==> src/rtl/mux_n_stream.sv <==
// NUM_CH-way valid/ready stream mux onto one registered output; external select or round-robin, with packet lock.
// Define MUX_N_STREAM_SEL_CHECK_EN to compile select/grant/stability assertions.
module mux_n_stream #(
   parameter int WIDTH  = 32,
   parameter int NUM_CH = 4,
   parameter int MODE   = 0,
   parameter int SEL_W  = $clog2(NUM_CH)
) (
   input  logic                    clk,
   input  logic                    rst_n,
   input  logic [NUM_CH-1:0]       in_valid,
   output logic [NUM_CH-1:0]       in_ready,
   input  logic [NUM_CH*WIDTH-1:0] in_data,
   input  logic [NUM_CH-1:0]       in_last,
   input  logic [SEL_W-1:0]        sel,
   output logic                    out_valid,
   input  logic                    out_ready,
   output logic [WIDTH-1:0]        out_data,
   output logic                    out_last,
   output logic [SEL_W-1:0]        out_chan
);

   logic [WIDTH-1:0]  ch_data [NUM_CH];
   logic [NUM_CH-1:0] grant;
   logic [SEL_W-1:0]  grant_idx;
   logic              grant_any;
   logic              load_en;
   logic [SEL_W:0]    rr_cand;
   logic [SEL_W-1:0]  rr_next;
   logic              lock_reg;
   logic [SEL_W-1:0]  lock_ch_reg;
   logic [SEL_W-1:0]  rr_ptr_reg;

   for (genvar gi = 0; gi < NUM_CH; gi++) begin : g_unpack
      assign ch_data[gi] = in_data[gi*WIDTH +: WIDTH];
   end

   assign load_en  = !out_valid || out_ready;
   assign in_ready = load_en ? grant : '0;
   assign rr_next  = (grant_idx == SEL_W'(NUM_CH - 1)) ? '0 : grant_idx + 1'b1;

   always_comb begin
      grant     = '0;
      grant_idx = '0;
      grant_any = 1'b0;
      rr_cand   = '0;
      if (lock_reg) begin
         if (in_valid[lock_ch_reg]) begin
            grant_any = 1'b1;
            grant_idx = lock_ch_reg;
         end
      end else if (MODE == 0) begin
         if (int'(sel) < NUM_CH && in_valid[sel]) begin
            grant_any = 1'b1;
            grant_idx = sel;
         end
      end else begin
         // Scan downward in priority so the nearest valid channel at/after rr_ptr wins last.
         for (int k = NUM_CH - 1; k >= 0; k--) begin
            rr_cand = {1'b0, rr_ptr_reg} + (SEL_W+1)'(k);
            if (rr_cand >= (SEL_W+1)'(NUM_CH))
               rr_cand = rr_cand - (SEL_W+1)'(NUM_CH);
            if (in_valid[rr_cand[SEL_W-1:0]]) begin
               grant_any = 1'b1;
               grant_idx = rr_cand[SEL_W-1:0];
            end
         end
      end
      if (grant_any)
         grant[grant_idx] = 1'b1;
   end

   always_ff @(posedge clk or negedge rst_n) begin
      if (!rst_n) begin
         out_valid   <= 1'b0;
         out_data    <= '0;
         out_last    <= 1'b0;
         out_chan    <= '0;
         lock_reg    <= 1'b0;
         lock_ch_reg <= '0;
         rr_ptr_reg  <= '0;
      end else if (load_en) begin
         out_valid <= grant_any;
         if (grant_any) begin
            out_data <= ch_data[grant_idx];
            out_last <= in_last[grant_idx];
            out_chan <= grant_idx;
            lock_reg <= !in_last[grant_idx];
            if (!in_last[grant_idx])
               lock_ch_reg <= grant_idx;
            else if (MODE != 0)
               rr_ptr_reg <= rr_next;
         end
      end
   end

`ifdef MUX_N_STREAM_SEL_CHECK_EN
   logic [NUM_CH-1:0] stall_reg;
   logic [WIDTH-1:0]  held_data [NUM_CH];
   logic [NUM_CH-1:0] held_last;

   always_comb begin
      if (rst_n === 1'b1) begin
         if (MODE == 0 && |in_valid)
            assert (!$isunknown(sel) && int'(sel) < NUM_CH)
               else $error("mux_n_stream: sel=%0d invalid while in_valid=%b", sel, in_valid);
         assert ($onehot0(grant))
            else $error("mux_n_stream: grant %b not one-hot0", grant);
      end
   end

   // A channel left valid but not ready must present identical data/last until it transfers.
   always_ff @(posedge clk or negedge rst_n) begin
      if (!rst_n) begin
         stall_reg <= '0;
      end else begin
         for (int i = 0; i < NUM_CH; i++) begin
            if (stall_reg[i] && in_valid[i])
               assert (ch_data[i] == held_data[i] && in_last[i] == held_last[i])
                  else $error("mux_n_stream: ch%0d payload changed while stalled", i);
         end
         stall_reg <= in_valid & ~in_ready;
      end
   end

   always_ff @(posedge clk) begin
      held_data <= ch_data;
      held_last <= in_last;
   end
`endif

endmodule

==> config.mk <==
export PLATFORM = sky130hd
export DESIGN_NAME = mux_n_stream
export DESIGN_NICKNAME = d
export VERILOG_FILES = /design/src/rtl/mux_n_stream.sv
export SDC_FILE = /design/constraint.sdc
export NUM_CORES = 1
export LEC_CHECK = 0
export CORE_AREA = 2 2 92 94
export CTS_CLUSTER_SIZE = 30
export DETAILED_ROUTE_END_ITERATION = 8
export DIE_AREA = 0 0 94 96
export HOLD_SLACK_MARGIN = 0.08
export PLACE_DENSITY = 0.79
export SETUP_SLACK_MARGIN = 0.15
export SLEW_MARGIN = 20
export SYNTH_ARGS = -nofsm -noshare
export SYNTH_HDL_FRONTEND = slang
export SYNTH_SLANG_ARGS = --single-unit
==> constraint.sdc <==
create_clock -name clk -period 2.4 [get_ports clk]
set_input_delay 0.48 -clock clk [delete_from_list [all_inputs] [get_ports clk]]
set_output_delay 0.48 -clock clk [all_outputs]
set_load 0.05 [all_outputs]
# After elaboration in Yosys (flattened, before gate mapping)
# Index checks and enable logic that the tools add are counted.
# totals
reg_bits,39
in_bits,141
output_inout_bits,40
word_cells,38
# classes
n_lt_le_gt_ge,5
muxes,19
bitwise_logic,2
reduce_logical,6
# ops
cell,n
$bmux 32 s2,1
$mux 32,2
$lt 2x3->1 const B,3
$mux 4,2
$mux 1,7
$bmux 1 s2,3
$mux 2,3
$ge 3x3->1 const B,1
$not 2->3,1
$reduce_and 3->1,1
$demux 1 s2,1
$ge 2x1->1 const B,1
$logic_not 1->1,2
$reduce_and 2->1,1
$logic_and 1x1->1,1
$logic_or 1x1->1,1
$not 1->1,1

# Depth between registers and ports, before layout
# depth
word_depth,10
mapped_depth,7
mapped_depth_nobuf,5

# Worst setup path after synthesis
# No wires, ideal clock.
# synth_timing
kind,input-to-output
from,input port sel[0]
to,output port in_ready[0]
arrival_time_ps,2273
required_time_ps,1920
slack_ps,-353
cell_stages,5
path_buffers,1
path_cell_list,mux4_2 > mux2i_2 > or2_1 > buf_6 > nor3_1
# synth_via
elab_chain_len,10
word_cells_on_any_way,13
cone_classes,order compare (2); mux (10); reduce/logical (1)
# synth_rtl
item,line,rtl
from (decl),15,"input logic [SEL_W-1:0] sel,"
$bmux 1 s2,53,if (int'(sel) < NUM_CH && in_valid[sel]) begin
$mux 1 (not written as such),53,
$mux 2,53,
$mux 2,47,if (lock_reg) begin
$lt 2x3->1 (not written as such) or $ge 2x1->1 (tied branches),70,grant[grant_idx] = 1'b1;
$logic_and 1x1->1 (not written as such),70,
$mux 1 (not written as such),70,
$demux 1 s2,70,
$mux 4 (*),69,if (grant_any)
$mux 4 (*),39,assign in_ready = load_en ? grant : '0;
to (decl),12,"output logic [NUM_CH-1:0] in_ready,"
# Every way passes the cells marked *; elsewhere a longest branch is shown, timed or not. The select of a mux whose other input is x is not followed.

# Worst setup path after layout
# layout_timing
from,input port sel[1]
to,output port in_ready[2]
# Same word-level chain as after synthesis.

==> impl_results.md <==
* Worst Min Path Start: out_chan[1]
* Die width at 94 um
* Max-slew violation count at 0
* Yosys reg bits at 39
* Bufs and invs on worst path at 3
* Static Leak at 2.48 nW
* Top cell family by delay on the critical path: buffers and inverters
* Crit-path most repeated cell: nor2_4
* Fmax at 0.433 GHz
* Count of flip-flops with a built-in enable after synthesis at 0
* R2R depth at 7
* Hold Vio Cnt, Final at 0
* Initial drt markers at 55
* Area of the die at 0.00902 mm^2
* Syn Std Cell Area at 0.00287 mm^2
* Syn nets at 366
* Worst r2r src: lock_ch_reg[1]
* Sum of overflow across all layers after global routing at 0
* Via count at 2,569
* Placed cells at 518
* Worst slew margin at 63.8%
* Peak supply drop at 533 uV
* CTS tree: built
* Global-route wire length before repair at 12,400 um
* Min Tclk post-route at 2310 ps
* CP required at 1920 ps
* Worst skew pair latency at 280 ps
* Proportion of synthesized flip-flops having asynchronous set or reset at 100%
* Placed wire-length estimate after detailed placement at 6410 um
* Placer Congestion at 0.838
* Clock buffers created by TritonCTS at 5
* Synth cell count leaders: 98 x mux2i_1, 39 x dfrtp_1, 26 x mux2_4
* Peak fanout along the critical path at 4
* Initial DRT Pass Iterations at 4
* Power Dens Cells at 1060 mW/mm^2
* Critical Path Slowest Stage Cell: mux4_2
* Antenna violations before repair at 0
* Worst hold path endpoint: out_chan[1]
* Pin count of the biggest net entering global routing at 32
* Outcome: finished clean
* Layout Skew at 5.38 ps
* Rows at 33
* Num ports at 181
* Leading register cell type out of synthesis: dfrtp_1
* Kind of capture point of the worst setup path: primary output
* Cell count after synthesis at 225
* Largest area contributor in the netlist: mux2i_1
* Flip-flop count of the largest register after layout at 32
* Chain of cells forming the critical path: dlygate4sd2_1 -> buf_4 -> mux4_2 -> mux2i_4 -> nor2_4 -> nand2_4 -> nor2_4 -> buf_12
* Worst Path Arrival at 1830 ps
* Clock-pin slew of the registers on the worst-case setup and hold paths at 70 ps
* Root cell of the clock tree: clkbuf_8
* Global-route usage over all layers at 17.9%
* Top-count cell post-synth: mux2i_1
* Area fraction of the dominant cell type after synthesis at 34.1%
* Reg2Reg Setup Slack at 260 ps
* Core region area at 0.00805 mm^2
* Cell types occupying the most area after synthesis: mux2i_1 34%, dfrtp_1 34%, mux2_4 14%, buf_6 3.9%, mux2_2 3.1%
* Area post-placement at 0.00495 mm^2
* Number of global-route vias before repair at 2,579
* Class of the most critical setup path: in -> out
* Total of endpoints with negative setup slack in the final report at 0
* Setup repair after global routing missed its margin: yes
* Kind of start point of the critical path: primary input
* Wirelength, routed at 8230 um
* Maximum level of the CTS H-tree at 2
* Antenna diode count at 0
* Fraction of the cycle the final worst path needs at 96.3%
* Initial core utilization at 35.7%
* Cell area after layout at 0.00519 mm^2
* Capture point of the worst reg-to-reg path: out_data[21]
* Final nets at 572
* YS warnings at 0
* Layout cells sized above 1 at 23.4%
* Synthesis-to-layout area growth at 80.5%
* Die span in y at 96 um
* DRC viols at 0
* Number of clock sinks seen by CTS at 39
* Sequential area share after synthesis at 34.0%
* Type of the most critical hold path: reg -> reg
* Worst Hold Path Cells at 2
* Antenna violation net count after detailed routing at 0
* TNS Setup at 0 ps
* Avg Inst Size Synth at 12.8 um^2
* Average via count per standard cell at 4.78
* Total of buffers placed on input and output ports at 180
* Number of library cell types mapped by synthesis at 32
* Delay of the slowest critical-path stage at 310 ps
* Buffers from clock root to sink, at most at 2
* Layout Cells excl Fill at 537
* Max_cap viols at 0
* Average wire per cell in the routed design at 15.3 um
* Actual transition at the worst max-transition pin at 542 ps
[tightest hold or removal path: cells and delay by family, from the launching register on]
family	cells	cell delay (ps)
and+or+nand+nor	2	130
DFF	1	350
[final cells by class]
| type | instances | area (um^2) |
|---|---|---|
| clock inverter | 1 | 5.00 |
| timing repair buffer | 214 | 2140 |
| multi-input combinational | 168 | 1840 |
| sequential | 39 | 977 |
| tap | 105 | 131 |
| inverter | 3 | 11.3 |
| clock buffer | 7 | 76.3 |
| fill | 653 | 2860 |
[how the worst max path moves through the flow]
stage                              start            to  slack, ps  depth (start not counted)
after floorplan              in_valid[1]   in_ready[2]        160                          6
after global placement            sel[0]   in_ready[2]       -340                          7
after detailed placement          sel[1]  out_data[21]       -400                          8
after CTS                 lock_ch_reg[0]   in_ready[2]        100                          6
after global routing      lock_ch_reg[0]   in_ready[3]         20                          6
final                             sel[1]   in_ready[2]         90                          8
[layout by cell type, fill, tap and decap left out, types with 2 or more instances in the layout]
cell and instances:
buf_12 6, buf_2 3, buf_4 26, buf_6 4, clkbuf_1 2, clkbuf_8 5, clkdlybuf4s15_1 3, clkdlybuf4s50_1 169
dfrtp_1 38, inv_1 3, mux2_2 7, mux2_4 27, mux2i_1 97, mux4_2 2, nand2_1 7, nand2_4 2
nor2_4 4
[stage by stage]
| stage | power (mW) | hold slack, ps | util, % | setup WS, ps |
|---|---|---|---|---|
| floorplan | 3.75 | 184 | - | 158 |
| global placement | 4.90 | 308 | 61.5 | -338 |
| detailed placement | 4.96 | 308 | 61.5 | -398 |
| CTS | 5.55 | 501 | 64.1 | 99.5 |
| global route | 5.79 | 519 | 64.4 | 22.0 |
| finish | 5.51 | 500 | 64.4 | 88.3 |
[timing repair]
item,4_1_cts,5_1_grt
buffers inserted,8,1
cloned,1,0
endpoints found under the setup margin,40,34
hold buffers,1,0
pin swaps,5,2
gates resized for setup,26,7
hold endpoints to repair,4,0
[report_power, final]
group / switching (mW) / internal (mW) / total (mW)
Sequential: 0.203 / 0.987 / 1.19
Clock: 0.221 / 0.204 / 0.425
Combinational: 2.07 / 1.82 / 3.89
[metal layers]
metal | vias to the layer above | part of all wire [%] | wire (um) | global-route usage (%)
met3 | 9 | 9.9 | 814 | 5.64
li1 | 1247 | - | - | -
met1 | 1194 | 36 | 3000 | 19.3
met4 | 0 | 1.2 | 99 | 4.23
met5 | - | 0 | 0 | 0
met2 | 119 | 52 | 4310 | 34.0
[cell families (layout without fill, tap and decap cells)]
group                  Yosys count  count (layout)  synth area share, %
buffers and inverters           18             225                 5.35
and+or+nand+nor                 22              22                 3.70
AOI/OAI and AO/OA               10              10                 3.57
DFF                             39              39                 34.0
muxes                          136             136                 53.4
Note: power is estimated with default switching activity, not from simulation.
